--- src/rtl/alu_pkg.sv ---
// Shared definitions for the two-requester ALU arbiter: data width, op codes,
// FSM states and the captured command record.
package alu_pkg;

  localparam int DATA_W = 4;
  localparam int OP_W   = 3;
  localparam int NUM_REQ = 2;

  typedef enum logic [OP_W-1:0] {
    OP_ADD = 3'b000,
    OP_SUB = 3'b001,
    OP_NOT = 3'b010,
    OP_AND = 3'b011,
    OP_OR  = 3'b100,
    OP_XOR = 3'b101,
    OP_LT  = 3'b110,
    OP_EQ  = 3'b111
  } alu_op_e;

  typedef enum logic [1:0] {
    ST_IDLE = 2'b00,
    ST_EXEC = 2'b01,
    ST_RESP = 2'b10
  } arb_state_e;

  typedef struct packed {
    alu_op_e           op;
    logic [DATA_W-1:0] a;
    logic [DATA_W-1:0] b;
  } alu_cmd_t;

endpackage

--- src/rtl/alu4_core.sv ---
// Purely combinational 4-bit ALU. Every flag not meaningful for the selected
// op is forced to zero so nothing leaks between operations.
module alu4_core
  import alu_pkg::*;
(
  input  logic [DATA_W-1:0] a,
  input  logic [DATA_W-1:0] b,
  input  logic [OP_W-1:0]   op,
  output logic [DATA_W-1:0] s,
  output logic              eq,
  output logic              lt,
  output logic              ovf,
  output logic              carry
);

  logic [DATA_W:0] sum_ext;
  logic [DATA_W:0] diff_ext;

  assign sum_ext  = {1'b0, a} + {1'b0, b};
  assign diff_ext = {1'b0, a} - {1'b0, b};

  always_comb begin
    s     = '0;
    eq    = 1'b0;
    lt    = 1'b0;
    ovf   = 1'b0;
    carry = 1'b0;
    case (alu_op_e'(op))
      OP_ADD: begin
        s     = sum_ext[DATA_W-1:0];
        carry = sum_ext[DATA_W];
        ovf   = (a[DATA_W-1] == b[DATA_W-1]) && (sum_ext[DATA_W-1] != a[DATA_W-1]);
      end
      OP_SUB: begin
        s     = diff_ext[DATA_W-1:0];
        // The extended MSB is the borrow, so carry is its complement.
        carry = ~diff_ext[DATA_W];
        ovf   = (a[DATA_W-1] != b[DATA_W-1]) && (diff_ext[DATA_W-1] != a[DATA_W-1]);
      end
      OP_NOT: s = ~a;
      OP_AND: s = a & b;
      OP_OR:  s = a | b;
      OP_XOR: s = a ^ b;
      OP_LT:  lt = (a < b);
      OP_EQ:  eq = (a == b);
      default: ;
    endcase
  end

endmodule

--- src/rtl/alu_arbiter.sv ---
// Round-robin arbiter in front of a single shared ALU: accept, execute,
// then hold the registered response until the consumer takes it.
module alu_arbiter
  import alu_pkg::*;
(
  input  logic              clk,
  input  logic              rst,
  input  logic              req0_valid,
  output logic              req0_ready,
  input  logic [OP_W-1:0]   req0_op,
  input  logic [DATA_W-1:0] req0_a,
  input  logic [DATA_W-1:0] req0_b,
  input  logic              req1_valid,
  output logic              req1_ready,
  input  logic [OP_W-1:0]   req1_op,
  input  logic [DATA_W-1:0] req1_a,
  input  logic [DATA_W-1:0] req1_b,
  output logic              rsp_valid,
  input  logic              rsp_ready,
  output logic              rsp_id,
  output logic [DATA_W-1:0] rsp_s,
  output logic              rsp_eq,
  output logic              rsp_lt,
  output logic              rsp_ovf,
  output logic              rsp_carry,
  output logic              busy
);

  arb_state_e        state_reg;
  alu_cmd_t          cmd_reg;
  logic              id_reg;
  logic              last_grant_reg;

  logic [NUM_REQ-1:0] valid_vec;
  logic [NUM_REQ-1:0] grant_vec;
  logic [NUM_REQ-1:0] ready_vec;
  alu_cmd_t           cmd_vec [NUM_REQ];
  logic               accept;
  logic               sel_id;

  logic [DATA_W-1:0] alu_s;
  logic              alu_eq;
  logic              alu_lt;
  logic              alu_ovf;
  logic              alu_carry;

  assign valid_vec  = {req1_valid, req0_valid};
  assign cmd_vec[0] = {req0_op, req0_a, req0_b};
  assign cmd_vec[1] = {req1_op, req1_a, req1_b};

  // last_grant_reg resets to 1 so that req0 wins the first tie.
  always_comb begin
    grant_vec = valid_vec;
    if (&valid_vec) begin
      grant_vec = last_grant_reg ? 2'b01 : 2'b10;
    end
  end

  generate
    for (genvar gi = 0; gi < NUM_REQ; gi++) begin : g_ready
      assign ready_vec[gi] = rst && (state_reg == ST_IDLE) && grant_vec[gi];
    end
  endgenerate

  assign req0_ready = ready_vec[0];
  assign req1_ready = ready_vec[1];
  assign accept     = |ready_vec;
  assign sel_id     = grant_vec[1];

  alu4_core u_alu (
    .a     (cmd_reg.a),
    .b     (cmd_reg.b),
    .op    (cmd_reg.op),
    .s     (alu_s),
    .eq    (alu_eq),
    .lt    (alu_lt),
    .ovf   (alu_ovf),
    .carry (alu_carry)
  );

  always_ff @(posedge clk or negedge rst) begin
    if (!rst) begin
      state_reg      <= ST_IDLE;
      cmd_reg        <= '0;
      id_reg         <= 1'b0;
      last_grant_reg <= 1'b1;
      busy           <= 1'b0;
      rsp_valid      <= 1'b0;
      rsp_id         <= 1'b0;
      rsp_s          <= '0;
      rsp_eq         <= 1'b0;
      rsp_lt         <= 1'b0;
      rsp_ovf        <= 1'b0;
      rsp_carry      <= 1'b0;
    end else begin
      case (state_reg)
        ST_IDLE: begin
          if (accept) begin
            cmd_reg        <= cmd_vec[sel_id];
            id_reg         <= sel_id;
            last_grant_reg <= sel_id;
            state_reg      <= ST_EXEC;
            busy           <= 1'b1;
          end
        end
        ST_EXEC: begin
          rsp_id    <= id_reg;
          rsp_s     <= alu_s;
          rsp_eq    <= alu_eq;
          rsp_lt    <= alu_lt;
          rsp_ovf   <= alu_ovf;
          rsp_carry <= alu_carry;
          rsp_valid <= 1'b1;
          state_reg <= ST_RESP;
        end
        ST_RESP: begin
          if (rsp_ready) begin
            rsp_valid <= 1'b0;
            state_reg <= ST_IDLE;
            busy      <= 1'b0;
          end
        end
        default: begin
          rsp_valid <= 1'b0;
          state_reg <= ST_IDLE;
          busy      <= 1'b0;
        end
      endcase
    end
  end

endmodule

--- config.mk ---
export PLATFORM = sky130hd
export DESIGN_NAME = alu_arbiter
export DESIGN_NICKNAME = d
export VERILOG_FILES = /design/src/rtl/alu_pkg.sv /design/src/rtl/alu4_core.sv /design/src/rtl/alu_arbiter.sv
export SDC_FILE = /design/constraint.sdc
export NUM_CORES = 1
export LEC_CHECK = 0
export CAP_MARGIN = 20
export CORE_MARGIN = 2
export CORE_UTILIZATION = 30
export CTS_BUF_LIST = sky130_fd_sc_hd__clkbuf_16
export DETAILED_ROUTE_END_ITERATION = 8
export PLACE_DENSITY_LB_ADDON = 0.12
export SYNTH_ARGS = -nofsm -noshare
export SYNTH_HDL_FRONTEND = slang
export SYNTH_SLANG_ARGS = --single-unit
export TNS_END_PERCENT = 5
--- constraint.sdc ---
create_clock -name clk -period 5.3 [get_ports clk]
set_clock_uncertainty 0.15 [all_clocks]
set_input_delay 1.06 -clock clk [delete_from_list [all_inputs] [get_ports clk]]
set_output_delay 1.06 -clock clk [all_outputs]
set_load 0.1 [all_outputs]
# == After elaboration in Yosys (flattened, before gate mapping) ==
# Index checks and enable logic that the tools add are counted.
# W data, S select, Z words.
# totals
reg_bits,26
output_inout_bits,13
mem_count,0
in_bits,27
latch_bits,0
rom_bits,0
mem_bits_rw,0
# classes
n_reduce_logical,13
eq_ne,16
magnitude_cmp,2
mux,17
div,0
n_addsub,2
mul,0
n_bitwise,8
shifts,0
# ops
operator,count
$mux W11,3
$pmux W4 S6,1
$eq A3 B3 Y1 const B,4
$mux W2,4
$reduce_and A2 Y1,4
$eq A3 B2 Y1 const B,2
$pmux W1 S3,2
$pmux W2 S3,1
$add A4 B4 Y5,1
$logic_and A1 B1 Y1,5
$sub A4 B4 Y5,1
$and A4 B4 Y4,1
$eq A4 B4 Y1,1
$lt A4 B4 Y1,1
$mux W1,4
$ne A2 B2 Y1 const B,2
$not A4 Y4,1
$or A4 B4 Y4,1
$pmux W1 S2,2
$xor A4 B4 Y4,1
$eq A3 B1 Y1 const B,1
$logic_not A3 Y1,1
$ne A1 B1 Y1,3
$not A1 Y1,3
other kinds (8),8

# == Depth between registers and ports, before layout ==
# logic_depth
ltp_word,6
depth_mapped,9

# == Modules after synthesis ==
# Synthesis repeated with hierarchy kept, for this count alone.
# hier_totals
hier_cells,169
hier_area_um2,1831.8
# modules_own_cells
mod,instances,cells_per_inst,area_per_inst_um2
alu_arbiter,1,81,1182.4
alu4_core,1,88,649.4

# == Least setup slack after synthesis ==
# OpenSTA, ideal clock, no wires.
# synth_timing
path_kind,input to output
from,input rst
to,output req1_ready
cell_stages,2
required_time_ns,4.090
arrival_time_ns,2.049
setup_slack_ns,2.041
path_buffers,0
cell_sequence,nor3b_2 > and2_1
# synth_between
elab_chain_cells,2
# synth_lines
item,line,rtl
"start, declared",alu_arbiter.sv:7,"input logic rst,"
$logic_and A1 B1 Y1 (2 in a row),alu_arbiter.sv:61,assign ready_vec[gi] = rst && (state_reg == ST_IDLE) && grant_vec[gi];
"end, declared",alu_arbiter.sv:14,"output logic req1_ready,"
# Every way passes these cells.

# == Final worst setup path ==
# layout_timing
from,input req1_valid
to,output req1_ready
# layout_between
elab_chain_cells,3
# layout_lines
item,line,rtl
"start, declared",alu_arbiter.sv:13,"input logic req1_valid,"
$reduce_and A2 Y1,alu_arbiter.sv:54,if (&valid_vec) begin
$mux W2 (*),alu_arbiter.sv:54,
$logic_and A1 B1 Y1 (*),alu_arbiter.sv:61,
# Mark *: on every way between the ends. The rest lies on a longest branch, timed or not.

==> metrics <==
status=complete, no violations; largest fanout on the critical path=12; Setup CP Type=input port to output port; Worst R2R Path Depth=8; Hold Crit Class=flip-flop to flip-flop; ant diodes=0; CP arrival=2780 ps; Worst-path clk slew=60 ps; CP delay by family, top=buffers and inverters; Syn Nets=232; CP Launch Type=input port; initial antenna violation count=0; synth-to-layout area growth=29.5%; Final min period=3990 ps; routed wl met3=140 um; CTS H-tree depth=1; max reg flops=11; R2R Setup Slk=3040 ps; setup bufs post-CTS=0; # hold bufs at CTS=0; min-delay src=rsp_s[0]; register area share after synthesis=0.367; grt total ovfl=0; Initial Utilization=0.305; Warnings, synthesis=0; Final GP Congestion=0.786; fin crit share=0.752; Mean Syn Cell Area=9.29 um^2; met1 WL=1870 um; WP buf/inv=2; Most used DFF post-synth=dfrtp_1; slew margin rel.=0.356; Peak Freq=251 MHz; Util after Layout=0.395; RR Startpoint=cmd_reg[0]; crit-path max cell delay=630 ps; Worst-Skew Late Latency=260 ps; DRT iter0 DRCs=59; post-synth top area share=0.353; wire length on met2=1720 um; asr flop ratio synth=1.00; endpoints failing setup=0; Die Ht=80.9 um; Die ar.=6540 um^2; CTS Sinks=26; Synth area leader=dfrtp_1; CTS buffer count=3; DRC=0; 1st-pass router iterations=4; layout cells sized above 1=0.0756; max-slew violation count=0; Highest Signal Layer=met4; core area=5820 um^2; CP endpoint kind=output port; commonest non-fill, non-tap cells in the layout=37 x clkdlybuf4s50_1, 25 x dfrtp_1, 19 x nor2_1; DR WL/cell=12.6 um; first-pass GRT wire length=6440 um; worst slew pin tran=963 ps; vias in the first global route=1321; Worst VDD drop=0.212 mV; commonest non-fill, non-tap cell in the layout=clkdlybuf4s50_1; maxcap violations=0; Hold Path End=rsp_s[0]; RSZ-0062 raised after global routing=no; filler instances=623; CTS root buffer=clkbuf_16; Layout Nets=267; pin count of the biggest net entering global routing=27; PortBufs=39; I/O pin count=40; vias after detailed routing=1385; pwr dens=672 nW/um^2; # rows=28; Total Neg Setup Slack=0 ps; Critical-path top delay cell=a21boi_2; Die W=80.9 um; vias per cell=4.62; final hold violations=0; P_leak=1.04 nW; maximum buffer depth of the clock tree=2; Yosys cell types=44; EDFF count, synth=0; Mapped Cells=191; overall routed net length=3780 um; post-synthesis cell area=1770 um^2; post-synthesis register bit count=26; Post-DRT Antenna Nets=0; worst-path cell chain=clkdlybuf4s50_1, a21boi_2, and2_1, buf_4; Post-CTS Resized=0; WP data required=4090 ps; worst r2r dst=rsp_s[2]; hold path cells=2; Hold WS=326 ps; CTS tree=yes; largest cells by area after synthesis=dfrtp_1 35%, ha_1 8.5%, mux2i_1 7.9%, a21oi_1 5.1%, nor2_1 4.0%; HPWL Detailed=2960 um; GRT Overall Usage=0.127
-- how the worst max path moves through the flow --
stage,startpoint,end,depth (start not counted)
after floorplan,rst,req1_ready,2
after global placement,req1_valid,req1_ready,4
after detailed placement,req1_valid,req1_ready,4
after CTS,req1_valid,req1_ready,4
after global routing,req1_valid,req1_ready,4
final,req1_valid,req1_ready,4
-- per-layer routing --
layer  vias up  global-route usage
li1        720                   -
met1       627               0.180
met2        33               0.201
met3         5              0.0244
met4         0              0.0305
met5         -                   0
-- per-stage QoR --
| step | cells | instance area [um^2] | setup WS, ps | power [mW] |
|---|---|---|---|---|
| after floorplan | 191 | 1770 | 2040 | 1.14 |
| after global placement | 296 | 2190 | 1320 | 1.34 |
| after detailed placement | 296 | 2190 | 1290 | 1.34 |
| after CTS | 300 | 2300 | 1280 | 1.56 |
| after global routing | 300 | 2300 | 1190 | 1.66 |
| final | 300 | 2300 | 1310 | 1.54 |
-- power by group --
part           total [mW]  leakage, nW  switching, mW  internal (mW)
clock network       0.222       0.0511         0.0714          0.150
logic               0.923        0.680          0.585          0.338
registers           0.399        0.308          0.119          0.280
-- worst reg2reg max path, delay by kind of cell, from the launching register on --
family | cells | cell delay (ps)
fa+ha+maj | 2 | 690
buf+inv | 1 | 80
xor+xnor | 1 | 180
mux | 1 | 80
compound gates | 3 | 570
flops | 1 | 410
-- area by class of cell --
class,instances,area (um^2),share of cell area
tap,75,93.8,0.0408
clock buffer,3,75.1,0.0327
timing repair buffer,40,393,0.171
clock inverter,1,30.0,0.0131
multi-input combinational,141,1000,0.436
inverter,14,52.6,0.0229
sequential,26,652,0.284
-- synthesized netlist by cell type (all sizes together) (2+ instances only) --
cell type,number
nor2,19
o41ai,3
nand3,3
nand2,17
dfrtp,25
nand2b,4
and2,2
o21a,2
o22ai,3
inv,14
fa,2
a2bb2oi,2
nor3,3
a21o,4
mux2i,14
o21ai,10
nor2b,3
a21oi,20
ha,12
xor2,2
nor3b,2
xnor2,3
buf,9
-- cells by family (layout without fill, tap and decap cells) --
family                     after synthesis  after routing  synth area share
and+or+nand+nor                         55             55             0.148
AOI/OAI and AO/OA                       52             52             0.200
DFF                                     26             26             0.367
buffers and inverters                   24             58            0.0677
muxes                                   15             15            0.0853
adders and majority gates               14             14             0.107
xor gates and xnor gates                 5              5            0.0247
(Power assumes the default switching activity.)
